==> config.mk <==
export PLATFORM = sky130hd
export DESIGN_NAME = uart_frame_check_flat
export DESIGN_NICKNAME = d
export VERILOG_FILES = /design/src/rtl/uart_frame_check_if.sv /design/src/rtl/uart_frame_check.sv /design/src/flat_wrapper.sv
export SDC_FILE = /design/constraint.sdc
export NUM_CORES = 1
export LEC_CHECK = 0
export BUFFER_PORTS_ARGS = -buffer_cell sky130_fd_sc_hd__buf_2
export CAP_MARGIN = 20
export CORE_ASPECT_RATIO = 1.2
export CORE_MARGIN = 5
export CORE_UTILIZATION = 32
export DETAILED_ROUTE_END_ITERATION = 12
export PLACE_DENSITY_LB_ADDON = 0.12
export SETUP_SLACK_MARGIN = 0.1
export SYNTH_ARGS = -nofsm -noshare
export SYNTH_HDL_FRONTEND = slang
export SYNTH_SLANG_ARGS = --single-unit
==> constraint.sdc <==
create_clock -name i_clk -period 2.2 [get_ports i_clk]
set_input_delay 0.44 -clock i_clk [delete_from_list [all_inputs] [get_ports i_clk]]
set_output_delay 0.44 -clock i_clk [all_outputs]
set_load 0.01 [all_outputs]
==> src/rtl/uart_frame_check_if.sv <==
// uart_frame_check_if: handshake and status bundle for the UART frame checker
// master: drives start/bit_vld/sampled_bit/par_en/par_typ/stop_two/clr_cnt
// slave : returns p_data/data_vld/par_err/stp_err/busy/par_err_cnt/stp_err_cnt
interface uart_frame_check_if #(
   parameter int DATA_WIDTH = 8,
   parameter int CNT_WIDTH  = 8
) ();
   logic                  start;
   logic                  bit_vld;
   logic                  sampled_bit;
   logic                  par_en;
   logic [1:0]            par_typ;
   logic                  stop_two;
   logic                  clr_cnt;
   logic [DATA_WIDTH-1:0] p_data;
   logic                  data_vld;
   logic                  par_err;
   logic                  stp_err;
   logic                  busy;
   logic [CNT_WIDTH-1:0]  par_err_cnt;
   logic [CNT_WIDTH-1:0]  stp_err_cnt;
   modport master (
      output start, bit_vld, sampled_bit, par_en, par_typ, stop_two, clr_cnt,
      input  p_data, data_vld, par_err, stp_err, busy, par_err_cnt, stp_err_cnt
   );
   modport slave (
      input  start, bit_vld, sampled_bit, par_en, par_typ, stop_two, clr_cnt,
      output p_data, data_vld, par_err, stp_err, busy, par_err_cnt, stp_err_cnt
   );
endinterface

==> src/rtl/uart_frame_check.sv <==
// uart_frame_check: assembles a UART frame from voted bit samples and checks parity/stop bits
// i_clk  : sole clock, rising edge
// i_rst  : asynchronous active-high reset
// io_bus : uart_frame_check_if.slave (frame inputs, data/flag/counter outputs)
// UART_FRAME_ERR_CNT_EN: when defined, adds saturating parity/stop error counters with clr_cnt
module uart_frame_check #(
   parameter int DATA_WIDTH = 8,
   parameter int CNT_WIDTH  = 8
) (
   input logic               i_clk,
   input logic               i_rst,
   uart_frame_check_if.slave io_bus
);
   localparam int IW = $clog2(DATA_WIDTH);
   typedef enum logic [2:0] {IDLE, DATA, PARITY, STOP1, STOP2, DONE} state_t;
   state_t                r_state, w_next;
   logic [DATA_WIDTH-1:0] r_shift, r_p_data;
   logic [IW-1:0]         r_idx;
   logic                  r_xor, r_par_en, r_stop_two, r_par_bad, r_stp_bad;
   logic [1:0]            r_par_typ;
   logic                  r_par_err, r_stp_err;
   logic                  w_start, w_bit, w_last, w_exp_par, w_stop_chk, w_done;
   // start is ignored only in DONE; a simultaneous bit_vld is always dropped
   assign w_start    = io_bus.start && (r_state != DONE);
   assign w_bit      = io_bus.bit_vld && !io_bus.start;
   assign w_last     = r_idx == IW'(DATA_WIDTH - 1);
   // par_typ[1] selects fixed mark/space, par_typ[0] inverts (odd) or picks space
   assign w_exp_par  = r_par_typ[1] ? ~r_par_typ[0] : r_xor ^ r_par_typ[0];
   assign w_stop_chk = w_bit && (r_state == STOP1 || r_state == STOP2);
   assign w_done     = (w_next == DONE) && (r_state != DONE);
   always_comb begin
      w_next = r_state;
      case (r_state)
         IDLE:    w_next = IDLE;
         DATA:    if (w_bit && w_last) w_next = r_par_en ? PARITY : STOP1;
         PARITY:  if (w_bit) w_next = STOP1;
         STOP1:   if (w_bit) w_next = r_stop_two ? STOP2 : DONE;
         STOP2:   if (w_bit) w_next = DONE;
         DONE:    w_next = IDLE;
         default: w_next = IDLE;
      endcase
      if (w_start) w_next = DATA;
   end
   always_ff @(posedge i_clk or posedge i_rst)
      if (i_rst) r_state <= IDLE;
      else r_state <= w_next;
   always_ff @(posedge i_clk or posedge i_rst) begin
      if (i_rst) begin
         r_shift    <= '0;
         r_idx      <= '0;
         r_xor      <= 1'b0;
         r_par_en   <= 1'b0;
         r_par_typ  <= 2'b00;
         r_stop_two <= 1'b0;
         r_par_bad  <= 1'b0;
         r_stp_bad  <= 1'b0;
         r_p_data   <= '0;
         r_par_err  <= 1'b0;
         r_stp_err  <= 1'b0;
      end else begin
         if (w_start) begin
            r_idx      <= '0;
            r_xor      <= 1'b0;
            r_par_bad  <= 1'b0;
            r_stp_bad  <= 1'b0;
            r_par_en   <= io_bus.par_en;
            r_par_typ  <= io_bus.par_typ;
            r_stop_two <= io_bus.stop_two;
         end else if (w_bit) begin
            if (r_state == DATA) begin
               r_shift[r_idx] <= io_bus.sampled_bit;
               r_xor          <= r_xor ^ io_bus.sampled_bit;
               r_idx          <= r_idx + 1'b1;
            end
            if (r_state == PARITY) r_par_bad <= io_bus.sampled_bit != w_exp_par;
            if (w_stop_chk) r_stp_bad <= r_stp_bad | ~io_bus.sampled_bit;
         end
         // results are published as the FSM enters DONE, so they are visible on the data_vld cycle
         if (w_done) begin
            r_p_data  <= r_shift;
            r_par_err <= r_par_bad;
            r_stp_err <= r_stp_bad | ~io_bus.sampled_bit;
         end
      end
   end
   assign io_bus.p_data   = r_p_data;
   assign io_bus.data_vld = r_state == DONE;
   assign io_bus.par_err  = r_par_err;
   assign io_bus.stp_err  = r_stp_err;
   assign io_bus.busy     = r_state != IDLE;
`ifdef UART_FRAME_ERR_CNT_EN
   localparam logic [CNT_WIDTH-1:0] CMAX = '1;
   logic [CNT_WIDTH-1:0] r_par_cnt, r_stp_cnt;
   // counts use the flags already registered for the DONE cycle; clear takes priority
   always_ff @(posedge i_clk or posedge i_rst) begin
      if (i_rst || io_bus.clr_cnt) begin
         r_par_cnt <= '0;
         r_stp_cnt <= '0;
      end else if (r_state == DONE) begin
         if (r_par_err && r_par_cnt != CMAX) r_par_cnt <= r_par_cnt + 1'b1;
         if (r_stp_err && r_stp_cnt != CMAX) r_stp_cnt <= r_stp_cnt + 1'b1;
      end
   end
   assign io_bus.par_err_cnt = r_par_cnt;
   assign io_bus.stp_err_cnt = r_stp_cnt;
`else
   logic w_unused_clr;
   assign w_unused_clr       = io_bus.clr_cnt;
   assign io_bus.par_err_cnt = '0;
   assign io_bus.stp_err_cnt = '0;
`endif
endmodule

==> src/flat_wrapper.sv <==
// flat-port wrapper written by rule: the top's interface ports become plain ports
module uart_frame_check_flat 
#(
   parameter int DATA_WIDTH = 8,
   parameter int CNT_WIDTH  = 8
)
  (i_clk, i_rst, io_bus_start, io_bus_bit_vld, io_bus_sampled_bit, io_bus_par_en, io_bus_par_typ, io_bus_stop_two, io_bus_clr_cnt, io_bus_p_data, io_bus_data_vld, io_bus_par_err, io_bus_stp_err, io_bus_busy, io_bus_par_err_cnt, io_bus_stp_err_cnt);
  uart_frame_check_if #(.DATA_WIDTH(DATA_WIDTH), .CNT_WIDTH(CNT_WIDTH)) io_bus_i ();
  input logic i_clk;
  input logic i_rst;
  input wire logic [$bits(io_bus_i.start)-1:0] io_bus_start;
  input wire logic [$bits(io_bus_i.bit_vld)-1:0] io_bus_bit_vld;
  input wire logic [$bits(io_bus_i.sampled_bit)-1:0] io_bus_sampled_bit;
  input wire logic [$bits(io_bus_i.par_en)-1:0] io_bus_par_en;
  input wire logic [$bits(io_bus_i.par_typ)-1:0] io_bus_par_typ;
  input wire logic [$bits(io_bus_i.stop_two)-1:0] io_bus_stop_two;
  input wire logic [$bits(io_bus_i.clr_cnt)-1:0] io_bus_clr_cnt;
  output wire logic [$bits(io_bus_i.p_data)-1:0] io_bus_p_data;
  output wire logic [$bits(io_bus_i.data_vld)-1:0] io_bus_data_vld;
  output wire logic [$bits(io_bus_i.par_err)-1:0] io_bus_par_err;
  output wire logic [$bits(io_bus_i.stp_err)-1:0] io_bus_stp_err;
  output wire logic [$bits(io_bus_i.busy)-1:0] io_bus_busy;
  output wire logic [$bits(io_bus_i.par_err_cnt)-1:0] io_bus_par_err_cnt;
  output wire logic [$bits(io_bus_i.stp_err_cnt)-1:0] io_bus_stp_err_cnt;
  assign io_bus_i.start = io_bus_start;
  assign io_bus_i.bit_vld = io_bus_bit_vld;
  assign io_bus_i.sampled_bit = io_bus_sampled_bit;
  assign io_bus_i.par_en = io_bus_par_en;
  assign io_bus_i.par_typ = io_bus_par_typ;
  assign io_bus_i.stop_two = io_bus_stop_two;
  assign io_bus_i.clr_cnt = io_bus_clr_cnt;
  assign io_bus_p_data = io_bus_i.p_data;
  assign io_bus_data_vld = io_bus_i.data_vld;
  assign io_bus_par_err = io_bus_i.par_err;
  assign io_bus_stp_err = io_bus_i.stp_err;
  assign io_bus_busy = io_bus_i.busy;
  assign io_bus_par_err_cnt = io_bus_i.par_err_cnt;
  assign io_bus_stp_err_cnt = io_bus_i.stp_err_cnt;
  uart_frame_check #(.DATA_WIDTH(DATA_WIDTH), .CNT_WIDTH(CNT_WIDTH)) u_core (.i_clk(i_clk), .i_rst(i_rst), .io_bus(io_bus_i));
endmodule
==> flow_metrics.tcl <==
set metrics [dict create \
    layout-drive-gt1-share_pct 34.3 \
    synth.distinct_cells 40 \
    intPower_uw 887 \
    outcome "complete, no violations" \
    numCtsBuffers 5 \
    instances_no_fill 229 \
    cts_resized 0 \
    clk_pin_slew_ns 0.07 \
    design_area_um2 1800 \
    p_switching_uw 300 \
    synth-edff-count 0 \
    overflow 0 \
    synth_seq_cells 31 \
    period_share_pct 86.0 \
    clkLatencyLatePin_ns 0.28 \
    synthArstFlopShare_pct 100 \
    crit_buf_inv 0 \
    syn_area_per_cell_um2 11.1 \
    viasPerCell 4.51 \
    utilization_pct 36.7 \
    cts.sinks 31 \
    cts.path.max_buffers 2 \
    dpl_cell_area_um2 1720 \
    cts_root_buffer "clkbuf_8" \
    antenna_cells 0 \
    cts_tree "yes" \
    p_seq_share_pct 53.5 \
    setup_violations 0 \
    grt_pass1_wl_um 5290 \
    num-nets-final 180 \
    power.leakage_uw 0.000903 \
    holdBufCountCts 0 \
    crit_family "flip-flops" \
    antenna_found_initial 0 \
    crit_path_cell_trace "ha_1, ha_1, nor2b_1, nand3_1, o2bb2ai_2, nand2_4, mux2_2" \
    gr-usage-all-layers_pct 10.7 \
    cts-htree-levels 2 \
    post-cts-setup-buffer-count 0 \
    postRouteWirelength_um 3010 \
    pwr-share-comb_pct 10.6 \
    io_pins 38 \
    fp.dieW_um 74.8 \
    gp_congestion 0.675 \
    hpwl_um 2210 \
    cp.required_ns 2.37 \
    cp_slowest_cell "dfrtp_1" \
    whs_ns 0.234 \
    synthFlopType "dfrtp_1" \
    rsz0062_at_grt "false" \
    period_minus_slack_ns 1.89 \
    cap_violations 0 \
    powerDensity_nw_per_um2 659 \
    crit_path_end_kind "flop" \
    arrival_ns 2.06 \
    remaining_drc_errors 0 \
    seq_area_frac_synth_pct 48.1 \
    vdd_drop_max_v 0.000415 \
    drt_pass1_iterations 4 \
    grt_pass1_vias 1090 \
    die_h_um 87.8 \
    rows 28 \
    switching_share_pct 25.3 \
    path_class "reg -> reg" \
    wire_per_inst_um 13.1 \
    die-area_um2 6570 \
    dr.first_iter.drc_count 40 \
    clock.fmax_mhz 529 \
    dp.cells 221 \
    ant_nets 0 \
    areaGrowthSynthToFinish_pct 11.7 \
    hold_path.class "in -> async" \
    fin_worst_skew_ns 0.00599 \
    cpPeakStageDelay_ns 0.46 \
    slew_violations 0 \
    start_util_pct 32.9 \
    synth_area_um2 1610 \
    dr_total_vias 1033 \
    grt_max_degree 32 \
    hold_viol_final 0 \
    design.core.area_um2 4900 \
    synthCells 145 \
    portBuffers 20 \
    tns_ns 0 \
    worstPathMaxFanout 9 \
    cp-start-kind "flop" \
    yosys_warnings 0 \
    p_clk_share_pct 36.0 \
    crit_top_cell "ha_1" \
]
Yosys cell counts, types with 2 or more instances:
master / number / area (µm²)
nor3b_2: 2 / 25.0
nand3b_1: 4 / 30.0
nand2_1: 19 / 71.3
xnor2_1: 2 / 17.5
nor2b_1: 2 / 12.5
nand3_1: 4 / 20.0
a31oi_1: 2 / 12.5
clkbuf_1: 2 / 7.51
nor2_1: 7 / 26.3
mux2i_1: 2 / 20.0
buf_4: 17 / 128
buf_2: 2 / 10.0
inv_1: 4 / 15.0
mux2_2: 17 / 191
dfrtp_1: 31 / 776
ha_1: 2 / 25.0
a21oi_1: 3 / 15.0
per-stage QoR:
stage          total power [µW]  setup WS (ns)
2_1_floorplan               757          0.503
3_3_place_gp                769          0.294
3_5_place_dp                773          0.271
4_1_cts                    1220          0.262
5_1_grt                    1270          0.185
6_report                   1190          0.308
final cells by class:
cell class	count	area [µm²]
clock buffer	6	72.6
clock inverter	2	12.5
inverter	4	15.0
tap	60	75.1
fill	513	3100
sequential	31	776
multi-input combinational	103	728
timing repair buffer	23	123
metal layers:
| metal | vias to the layer above | GRT usage, % | wire, µm |
|---|---|---|---|
| met1 | 504 | 12.2 | 1220 |
| met2 | 22 | 18.2 | 1590 |
| met4 | 0 | 3.56 | 40 |
| met5 | - | 0 | 0 |
| li1 | 502 | - | - |
| met3 | 5 | 4.02 | 161 |
final timing paths:
check                                          end  slack [ns]  cells after the start              start
max                          u_core.io_bus.par_err        0.31                      7    u_core.r_idx[0]
min                        u_core.io_bus.p_data[7]        0.23                      3              i_rst
max reg2reg                  u_core.io_bus.par_err        0.31                      7    u_core.r_idx[0]
min reg2reg                      u_core.r_stop_two        0.49                      2  u_core.r_stop_two
max in group asynchronous        u_core.r_state[0]        1.68                      3              i_rst
min in group i_clk             u_core.r_par_typ[1]        0.35                      3  io_bus_par_typ[1]
kinds of logic (layout without fill, tap and decap cells):
family                     count (synthesis)  in the layout  synth area share [%]
AOI/OAI and AO/OA                         12             12                  6.05
xor gates and xnor gates                   3              3                  1.63
adders and majority gates                  2              2                  1.55
buffers and inverters                     26             35                  10.2
DFF                                       31             31                  48.1
muxes                                     19             19                  13.1
other                                      1             16                 0.233
and+or+nand+nor                           51             51                  19.1
state kept, by name, indices dropped and copies added (netlist names):
signal	flops
u_core.r_par_bad	1
u_core.io_bus.par_err	1
u_core.r_par_typ	2
u_core.r_stp_bad	1
u_core.io_bus.p_data	8
u_core.r_stop_two	1
u_core.r_par_en	1
u_core.r_state	3
u_core.r_shift	8
u_core.r_xor	1
u_core.r_idx	3
u_core.io_bus.stp_err	1
power groups by stage:
| stage | Sequential, µW | Clock, µW | Combinational [µW] |
|---|---|---|---|
| after floorplan | 638 | 0 | 119 |
| after global placement | 644 | 0 | 126 |
| after detailed placement | 646 | 0 | 127 |
| after CTS | 635 | 453 | 128 |
| after global routing | 639 | 486 | 143 |
| final | 635 | 427 | 125 |
worst reg2reg max path, delay by kind of cell, from the launching register on:
family	cells	cell delay [ns]
flip-flops	1	0.46
AND/OR/NAND/NOR	3	0.43
adder cells (fa/ha/maj)	2	0.41
multiplexers	1	0.31
AO/OA/AOI/OAI	1	0.17
cells in the final DEF (no fill, tap or decap), types with 2 or more instances in the layout:
cell       n
ha_1       2
conb_1    16
xnor2_1    2
inv_1      4
nor2_1     7
nand3b_1   4
a21oi_1    3
mux2i_1    2
nor3b_2    2
nor2b_1    2
buf_4      3
dfrtp_1   31
nand3_1    4
nand2_1   19
mux2_2    17
buf_2     20
a31oi_1    2
clkbuf_8   5
Note: power is estimated with default switching activity, not from simulation.
